$ cat config.mk
export PLATFORM = sky130hd
export DESIGN_NAME = calc_sequencer
export DESIGN_NICKNAME = d
export VERILOG_FILES = /design/src/rtl/calc_sequencer_pkg.sv /design/src/rtl/calc_sequencer_btn_cond.sv /design/src/rtl/calc_sequencer.sv
export SDC_FILE = /design/constraint.sdc
export NUM_CORES = 1
export LEC_CHECK = 0
export ABC_AREA = 1
export BUFFER_PORTS_ARGS = -buffer_cell sky130_fd_sc_hd__buf_2
export CAP_MARGIN = 10
export CORE_UTILIZATION = 33
export DETAILED_ROUTE_END_ITERATION = 12
export GPL_ROUTABILITY_DRIVEN = 0
export SYNTH_ARGS = -nofsm -noshare
export SYNTH_HDL_FRONTEND = slang
export SYNTH_HIERARCHICAL = 1
export SYNTH_SLANG_ARGS = --single-unit
$ cat constraint.sdc
create_clock -name clock -period 2.45 [get_ports clock]
set_input_delay 0.49 -clock clock [delete_from_list [all_inputs] [get_ports clock]]
set_output_delay 0.49 -clock clock [all_outputs]
set_load 0.02 [all_outputs]
$ cat src/rtl/calc_sequencer_pkg.sv
// Shared encodings for the calculator sequencer: FSM state codes shown on the
// LEDs and the ALU operation codes driven by op_latched.
package calc_sequencer_pkg;

  typedef enum logic [2:0] {
    S_A    = 3'd0,
    S_B    = 3'd1,
    S_OP   = 3'd2,
    S_EXEC = 3'd3,
    S_DONE = 3'd4
  } state_t;

  localparam logic [1:0] OP_ADD = 2'd0;
  localparam logic [1:0] OP_SUB = 2'd1;
  localparam logic [1:0] OP_AND = 2'd2;
  localparam logic [1:0] OP_OR  = 2'd3;

endpackage

$ cat src/rtl/calc_sequencer_btn_cond.sv
// Push-button conditioner: two-flop synchronizer, level debounce counter and a
// single-cycle pulse on each accepted press (releases produce no pulse).
module btn_cond #(
  parameter logic [15:0] DB_CYCLES = 16'd50000
) (
  input  logic clock,
  input  logic reset_n,
  input  logic btn,
  output logic pulse
);

  logic        sync1_reg;
  logic        sync2_reg;
  logic        stable_reg;
  logic        stable_d_reg;
  logic [15:0] cnt_reg;

  always_ff @(posedge clock or negedge reset_n) begin
    if (!reset_n) begin
      sync1_reg    <= 1'b0;
      sync2_reg    <= 1'b0;
      stable_reg   <= 1'b0;
      stable_d_reg <= 1'b0;
      cnt_reg      <= 16'd0;
    end else begin
      sync1_reg    <= btn;
      sync2_reg    <= sync1_reg;
      stable_d_reg <= stable_reg;
      // Any cycle where the synchronized level agrees with the accepted one
      // restarts the hold count, so short glitches never get through.
      if (sync2_reg == stable_reg) begin
        cnt_reg <= 16'd0;
      end else if (cnt_reg == DB_CYCLES - 16'd1) begin
        stable_reg <= sync2_reg;
        cnt_reg    <= 16'd0;
      end else begin
        cnt_reg <= cnt_reg + 16'd1;
      end
    end
  end

  assign pulse = stable_reg & ~stable_d_reg;

endmodule

$ cat src/rtl/calc_sequencer.sv
// Calculator control FSM: steps through operand A, operand B, op select,
// execute and result display, issuing one-cycle register load pulses.
module calc_sequencer #(
  parameter logic [15:0] DB_CYCLES = 16'd50000,
  parameter logic [3:0]  ALU_LAT   = 4'd2
) (
  input  logic       clock,
  input  logic       reset_n,
  input  logic       btn_enter,
  input  logic       btn_clear,
  input  logic [1:0] op_sel,
  output logic       ld_a,
  output logic       ld_b,
  output logic       ld_r,
  output logic [1:0] op_latched,
  output logic       busy,
  output logic       done,
  output logic [2:0] state_code
);
  import calc_sequencer_pkg::*;

  logic       enter_p;
  logic       clear_p;
  state_t     state_reg, state_next;
  logic [3:0] lat_reg, lat_next;
  logic [1:0] op_next;
  logic       ld_a_next, ld_b_next, ld_r_next;

  btn_cond #(.DB_CYCLES(DB_CYCLES)) u_enter (
    .clock   (clock),
    .reset_n (reset_n),
    .btn     (btn_enter),
    .pulse   (enter_p)
  );

  btn_cond #(.DB_CYCLES(DB_CYCLES)) u_clear (
    .clock   (clock),
    .reset_n (reset_n),
    .btn     (btn_clear),
    .pulse   (clear_p)
  );

  always_ff @(posedge clock or negedge reset_n) begin
    if (!reset_n) begin
      state_reg  <= S_A;
      lat_reg    <= 4'd0;
      op_latched <= OP_ADD;
      ld_a       <= 1'b0;
      ld_b       <= 1'b0;
      ld_r       <= 1'b0;
    end else begin
      state_reg  <= state_next;
      lat_reg    <= lat_next;
      op_latched <= op_next;
      ld_a       <= ld_a_next;
      ld_b       <= ld_b_next;
      ld_r       <= ld_r_next;
    end
  end

  always_comb begin
    state_next = state_reg;
    lat_next   = lat_reg;
    op_next    = op_latched;
    ld_a_next  = 1'b0;
    ld_b_next  = 1'b0;
    ld_r_next  = 1'b0;
    // Clear overrides everything, including a coincident enter press.
    if (clear_p) begin
      state_next = S_A;
      op_next    = OP_ADD;
      lat_next   = 4'd0;
    end else begin
      case (state_reg)
        S_A: begin
          if (enter_p) begin
            ld_a_next  = 1'b1;
            state_next = S_B;
          end
        end
        S_B: begin
          if (enter_p) begin
            ld_b_next  = 1'b1;
            state_next = S_OP;
          end
        end
        S_OP: begin
          if (enter_p) begin
            op_next    = op_sel;
            lat_next   = ALU_LAT - 4'd1;
            state_next = S_EXEC;
          end
        end
        S_EXEC: begin
          // enter presses here are deliberately dropped, not queued
          if (lat_reg == 4'd0) begin
            ld_r_next  = 1'b1;
            state_next = S_DONE;
          end else begin
            lat_next = lat_reg - 4'd1;
          end
        end
        S_DONE: begin
          if (enter_p) begin
            state_next = S_A;
          end
        end
        default: begin
          state_next = S_A;
          lat_next   = 4'd0;
        end
      endcase
    end
  end

  assign busy       = (state_reg == S_EXEC);
  assign done       = (state_reg == S_DONE);
  assign state_code = state_reg;

endmodule

## Word level (Yosys, flattened, before mapping)

Cells that the tools add are included.

- Bits in registers: 52
- Bits of input ports: 6
- Output and inout port bits: 10
- Word-level logic and storage cells: 76

- Add/subtract/negate cells: 3
- Eq/ne operators: 15
- Multiplexer cells: 26
- Bitwise logic cells: 6
- Reduce and logical (&&, ||, !) cells: 10

Operators by type and width:

| operator | number |
|---|---|
| $mux 16 | 4 |
| $add 16x1->16 const B | 2 |
| $eq 16x16->1 const B | 2 |
| $mux 3 | 6 |
| $pmux 3 s5 | 1 |
| $mux 4 | 3 |
| $ne 3x3->1 const B | 4 |
| $pmux 4 s3 | 1 |
| $mux 1 | 8 |
| $eq 3x2->1 const B | 2 |
| $mux 2 | 3 |
| $ne 3x1->1 const B | 2 |
| $reduce_and 2->1 | 3 |
| $reduce_and 5->1 | 1 |
| $logic_not 4->1 | 1 |
| $not 1->1 | 4 |
| $reduce_bool 2->1 | 2 |
| $sub 4x1->4 const B | 1 |
| $eq 3x1->1 const B | 1 |
| $eq 3x3->1 const B | 1 |
| $logic_not 3->1 | 1 |
| $reduce_and 3->1 | 1 |
| $reduce_or 3->1 | 1 |
| $and 1x1->1 | 2 |
| other kinds (2) | 3 |

## Logic depth before layout (Yosys ltp)

Gate-level depths: netlist of run 1.

- Word-level depth: 5
- Mapped depth: 9
- Gate-level depth less buffers: 9

## Cells and area by module

The synthesis of run 1 kept the hierarchy.

Modules (own cells, without submodules):

| module | times used | cells each | area an instance (µm²) | sequential area each (µm²) |
|---|---|---|---|---|
| btn_cond (u_enter) | 1 | 124 | 1042.2 | 500.5 |
| btn_cond (u_clear) | 1 | 125 | 1018.5 | 500.5 |
| calc_sequencer | 1 | 91 | 676.9 | 300.3 |

## Least setup slack after synthesis of run 1

OpenSTA, ideal clock, no wires.

- Path type: reg2out
- Start: reg state_reg[0] (netlist: state_code[0])
- End: out done
- Arrival time: 1.027 ns
- Required time: 1.960 ns
- Path slack: 0.933 ns
- Cell stages (with the launch flop): 4
- Buffers on the path: 0
- Cell sequence: dfrtp_1 > nor2_1 > inv_1 > nor2_1

- Longest elaborated chain between the ends: 1

Ends and longest elaborated chain:

| what | line | RTL |
|---|---|---|
| start, declared | calc_sequencer.sv:24 | `state_t state_reg, state_next;` |
| start signal, assigned | calc_sequencer.sv:52 | `state_reg <= state_next;` |
| $eq 3x3->1 | calc_sequencer.sv:117 | `assign done = (state_reg == S_DONE);` |
| end, declared | calc_sequencer.sv:17 | `output logic done,` |

Every way passes these cells.

## Worst setup path after layout of run 1

Same ends and word-level chain as after synthesis.

==> results.yml, run 1 <==
clock_tree:
  cts_buffers: 5
  postCtsSetupRepairBufs: 0
  cts_tree: "done"
  cts_resized: 0
  htree_num_levels: 2
  clk_latency_ns: 0.31
  clockBufferDepth: 2
  cts_hold_buffers: 0
  cts_root_buf: "clkbuf_8"
  cts_num_sinks: 52
  clk_pin_slew_ns: 0.10
synth:
  syn_inst: 340
  synth_seq_cells: 52
  ys_seq_area_frac: 0.475
  synth_top_family_by_area: "simple AND/OR/NAND/NOR gates"
  synth_cell_types: 27
  netlist_area_mm2: 0.00274
  synth_fa_ha_area_frac: 0.0183
  synth_xor_area_frac: 0.0635
  synthSimpleGateAreaFrac: 0.335
  yosys_warnings: 6
  syn-num-nets: 350
  postSynthAreaPerCell_um2: 8.05
  synthMuxAreaShare: 0
  synth_compound_area_frac: 0.0448
global_route:
  grt_antenna_before_repair: 0
  grt_pass1_vias: 2066
  grt_max_degree: 53
  grt_pass1_wl_um: 9290
  grt.overflow.total: 0
  grtUsageTotal: 0.134
floorplanning:
  start_util: 0.347
  chipHeight_um: 93.1
  design.core.area_mm2: 0.00789
  dieArea_mm2: 0.00866
  pin_count: 16
  rows: 32
  die_x_um: 93.1
drt:
  wl_met2_um: 2470
  drc: 0
  routed.top_layer: "met4"
  routedWlPerCell_um: 11.3
  ant_nets: 0
  met1_length_um: 2600
  wirelength_um: 5250
  dr_total_vias: 2124
  drt_first_pass_iters: 5
  met3_length_um: 131
  viasPerCell: 4.56
  drtIter0Drc: 107
setup_path:
  crit_required_ns: 1.96
  reg2reg_setup_slack_ns: 0.97
  path_class: "register to primary output"
  r2r_start: "u_clear/stable_reg"
  path_max_fanout: 8
  r2r-end: "lat_reg[1]"
  cp.arrival_ns: 1.28
  worst_setup_path_end_kind: "primary output"
  worstRegToRegCells: 9
  startpoint_type: "register"
power:
  seq_power_share: 0.580
  ir_drop_mv: 0.289
  combPwrFrac: 0.034
  p_per_area_mw_per_mm2: 496
  p_clk_frac: 0.386
  p_int_uw: 1190
  p_leak_uw: 0.00150
  switching_share: 0.215
  p_switching_uw: 326
cells_and_area:
  area_growth_pct: 11.6
  final_nets: 373
  multiInputGateArea_mm2: 0.00126
  antennaDiodeCount: 0
  drive_above_1_share: 0.137
  fin_util: 0.387
  layout_commonest_cell: "nor2_1"
  n_fill_cell: 811
  final_cell_mix: "nor2_1 (76), nand2_1 (62), dfrtp_1 (52)"
  register_area_mm2: 0.00130
timing:
  slew_headroom: 0.565
  hold_ws_ns: 0.286
  rsz0062_at_grt: "no"
  tns_ns: 0
  report.final.slew_viol_count: 0
  clock.fmax_mhz: 566
  layout_min_cycle_time_ns: 1.77
  post-route-period-util: 0.722
  setup_viol: 0
  skew_ns: 0.0100
  worst_pin_slew_ns: 0.653
  hold_viol: 0
flow_run:
  cap_violations: 0
place:
  dp_hpwl_um: 3840
  port_buffers: 15
min_path:
  hp-class: "input port to async pin"
run_status:
  status: "completed"
==> metal layers <==
| layer | vias up | GRT usage |
|---|---|---|
| li1 | 1114 | - |
| met1 | 980 | 0.175 |
| met2 | 26 | 0.225 |
| met3 | 4 | 0.0276 |
| met4 | 0 | 0.0385 |
| met5 | - | 0 |
==> cells in the mapped netlist (all sizes together) <==
library cell / n / area (um2)
nor2: 79 / 314
nand2: 75 / 314
dfrtp: 52 / 1300
inv: 46 / 173
nand3: 33 / 195
xor2: 16 / 148
o21ai: 10 / 53.8
nor3: 6 / 62.6
a21oi: 5 / 25.0
a31oi: 4 / 25.0
ha: 4 / 50.1
nand4: 4 / 25.0
xnor2: 3 / 26.3
o21bai: 2 / 18.8
or2: 1 / 6.26
==> stage by stage <==
step | instance area (um2) | setup slack, ns | instances | power, uW
after global routing | 3060 | 0.579 | 466 | 1580
final | 3060 | 0.682 | 466 | 1510
after detailed placement | 2950 | 0.987 | 458 | 950
after CTS | 3060 | 0.672 | 466 | 1540
after global placement | 2950 | 0.994 | 458 | 948
after floorplan | 2740 | 0.933 | 340 | 919
==> power groups by stage <==
stage / logic, uW / registers (uW) / clock network (uW)
6_report: 51.3 / 878 / 585
5_1_grt: 60.3 / 880 / 636
4_1_cts: 54.5 / 878 / 607
3_5_place_dp: 54.5 / 895 / 0
3_3_place_gp: 53.5 / 895 / 0
2_1_floorplan: 25.3 / 894 / 0
==> critical path, cell delays in order (launching register included) <==
cell,delay (ns)
dfrtp_1,0.46
nor2_1,0.15
inv_1,0.07
nor2_1,0.12
buf_2,0.18
==> how the worst max path moves through the flow <==
stage,start,to
after floorplan,state_code[0],done
after global placement,u_clear/stable_reg,lat_reg[0]
after detailed placement,u_clear/stable_reg,lat_reg[1]
after CTS,state_code[0],done
after global routing,state_code[0],done
final,state_code[0],done
==> area by class of cell <==
class / count / area share
Clock buffer: 6 / 0.0238
Clock inverter: 2 / 0.0115
Sequential cell: 52 / 0.426
Multi-Input combinational cell: 242 / 0.414
Inverter: 46 / 0.0565
Timing Repair Buffer: 16 / 0.0270
Tap cell: 102 / 0.0418
==> kinds of logic after synthesis <==
logic type	count (synthesis)
compound gates	21
simple gates	198
xor+xnor	19
flops	52
buf+inv	46
fa+ha+maj	4
No activity file was read; power rests on OpenSTA's default activity.
==> run 2: changes to the inputs <==
==> constraint.sdc (replaced) <==
create_clock -name clock -period 1.6 [get_ports clock]
set_input_delay 0.32 -clock clock [delete_from_list [all_inputs] [get_ports clock]]
set_output_delay 0.32 -clock clock [all_outputs]
set_load 0.02 [all_outputs]
==> results.yml, run 2 (same netlist as run 1, synthesis figures left out) <==
power:
  ir_drop_mv: 0.467
  p_leak_uw: 0.00154
  power.total_uw: 2400
  p_per_area_mw_per_mm2: 763
setup_path:
  r2r_start: "u_clear/stable_reg"
  cp-startpoint: "state_code[1]"
  startpoint_type: "register"
  critPathBufInv: 2
  path_max_fanout: 6
  crit_slowest_cell: "dfrtp_2"
  crit_required_ns: 1.28
  cp.arrival_ns: 1.22
  cp_cell_sequence: "nor2_4 > inv_1 > nor2_2 > buf_4"
  worst_setup_path_end_kind: "primary output"
  crit_family: "flip-flops"
  slowest_delay_ns: 0.47
  path_class: "register to primary output"
floorplanning:
  design.core.area_mm2: 0.00789
  die_x_um: 93.1
  dieArea_mm2: 0.00866
  chipHeight_um: 93.1
  start_util: 0.347
  pin_count: 16
  rows: 32
drt:
  dr_total_vias: 2134
  drc: 0
  drtIter0Drc: 120
  viasPerCell: 4.53
  drt_first_pass_iters: 4
  wirelength_um: 5170
  ant_nets: 0
  routedWlPerCell_um: 11.0
cells_and_area:
  area_growth_pct: 15.0
  drive_above_1_share: 0.168
  layout_commonest_cell: "nor2_1"
  final_cell_mix: "nor2_1 (72), nand2_1 (62), dfrtp_1 (49)"
  antennaDiodeCount: 0
  final_nets: 378
clock_tree:
  clk_pin_slew_ns: 0.10
  cts_tree: "done"
  cts_buffers: 5
  clockBufferDepth: 2
  clk_latency_ns: 0.30
  cts_num_sinks: 52
  htree_num_levels: 2
  cts_root_buf: "clkbuf_8"
global_route:
  grt_pass1_vias: 1984
  grt_max_degree: 31
  grtUsageTotal: 0.132
  grt_antenna_before_repair: 0
  grt.overflow.total: 0
  grt_pass1_wl_um: 9030
timing:
  skew_ns: 0.00884
  rsz0062_at_grt: "yes"
  setup_viol: 0
  tns_ns: 0
  post-route-period-util: 0.962
  layout_min_cycle_time_ns: 1.54
  report.final.slew_viol_count: 0
  hold_viol: 0
  clock.fmax_mhz: 649
  worst_pin_slew_ns: 0.335
  slew_headroom: 0.776
  layout_setup_ws_ns: 0.0601
place:
  place_ws_ns: 0.0752
  port_buffers: 15
  dp_hpwl_um: 3910
min_path:
  hp-class: "input port to register"
  min-delay-start: "btn_enter"
run_status:
  status: "completed"
flow_run:
  cap_violations: 0
run 2: cell types whose count changed in the layout (fill, tap and decap cells not counted), sizes merged:
cell	before	now
clkinv	1	0
dlygate4sd3	0	1
buf	16	20
clkbuf	6	7
run 2: worst paths after layout:
kind / endpoint / slack (ns) / cells after the start
worst min-delay path: u_enter/sync1_reg / 0.12 / 1
worst max register to register: lat_reg[2] / 0.19 / 9
min in group asynchronous: u_clear/cnt_reg[8] / 0.44 / 2
worst max-delay path: done / 0.06 / 4
worst min register to register: u_clear/sync2_reg / 0.36 / 0
max in group asynchronous: state_code[0] / 0.67 / 3
run 2: repair_timing:
action,CTS,global route
setup endpoints to repair,1,6
hold buffers,1,0
buffers inserted,0,2
gates cloned,0,0
endpoints found under the hold margin,10,0
resized for setup,4,5
run 2: metrics by stage:
stage | area [um2] | hold WS (ns) | utilization | instances
after CTS | 3120 | 0.103 | 0.395 | 469
after detailed placement | 2980 | 0.234 | 0.377 | 460
final | 3150 | 0.117 | 0.399 | 471
after global placement | 2980 | 0.239 | 0.377 | 460
after global routing | 3150 | 0.0990 | 0.399 | 471
after floorplan | 2740 | 0.0244 | - | 340
run 2: power by group:
part	total [uW]	internal [uW]	switching [uW]	leakage (uW)
registers	1340	1330	14.1	0.000697
clock network	969	552	417	0.0000645
logic	89.2	32.4	56.7	0.000776
run 2: layout make-up:
class | count | area [um2]
clock buffers | 7 | 96.3
clock inverters | 1 | 30.0
fillers | 787 | 4740
inverters | 46 | 173
multi-input cells | 242 | 1280
flip-flops and latches | 52 | 1310
well taps | 102 | 128
repair buffers | 21 | 138
run 2: routing by layer:
layer,vias to the layer above,routed length (um),GRT usage
li1,1116,-,-
met1,973,2570,0.182
met2,41,2350,0.207
met3,4,196,0.0285
met4,0,46,0.0385
met5,-,0,0
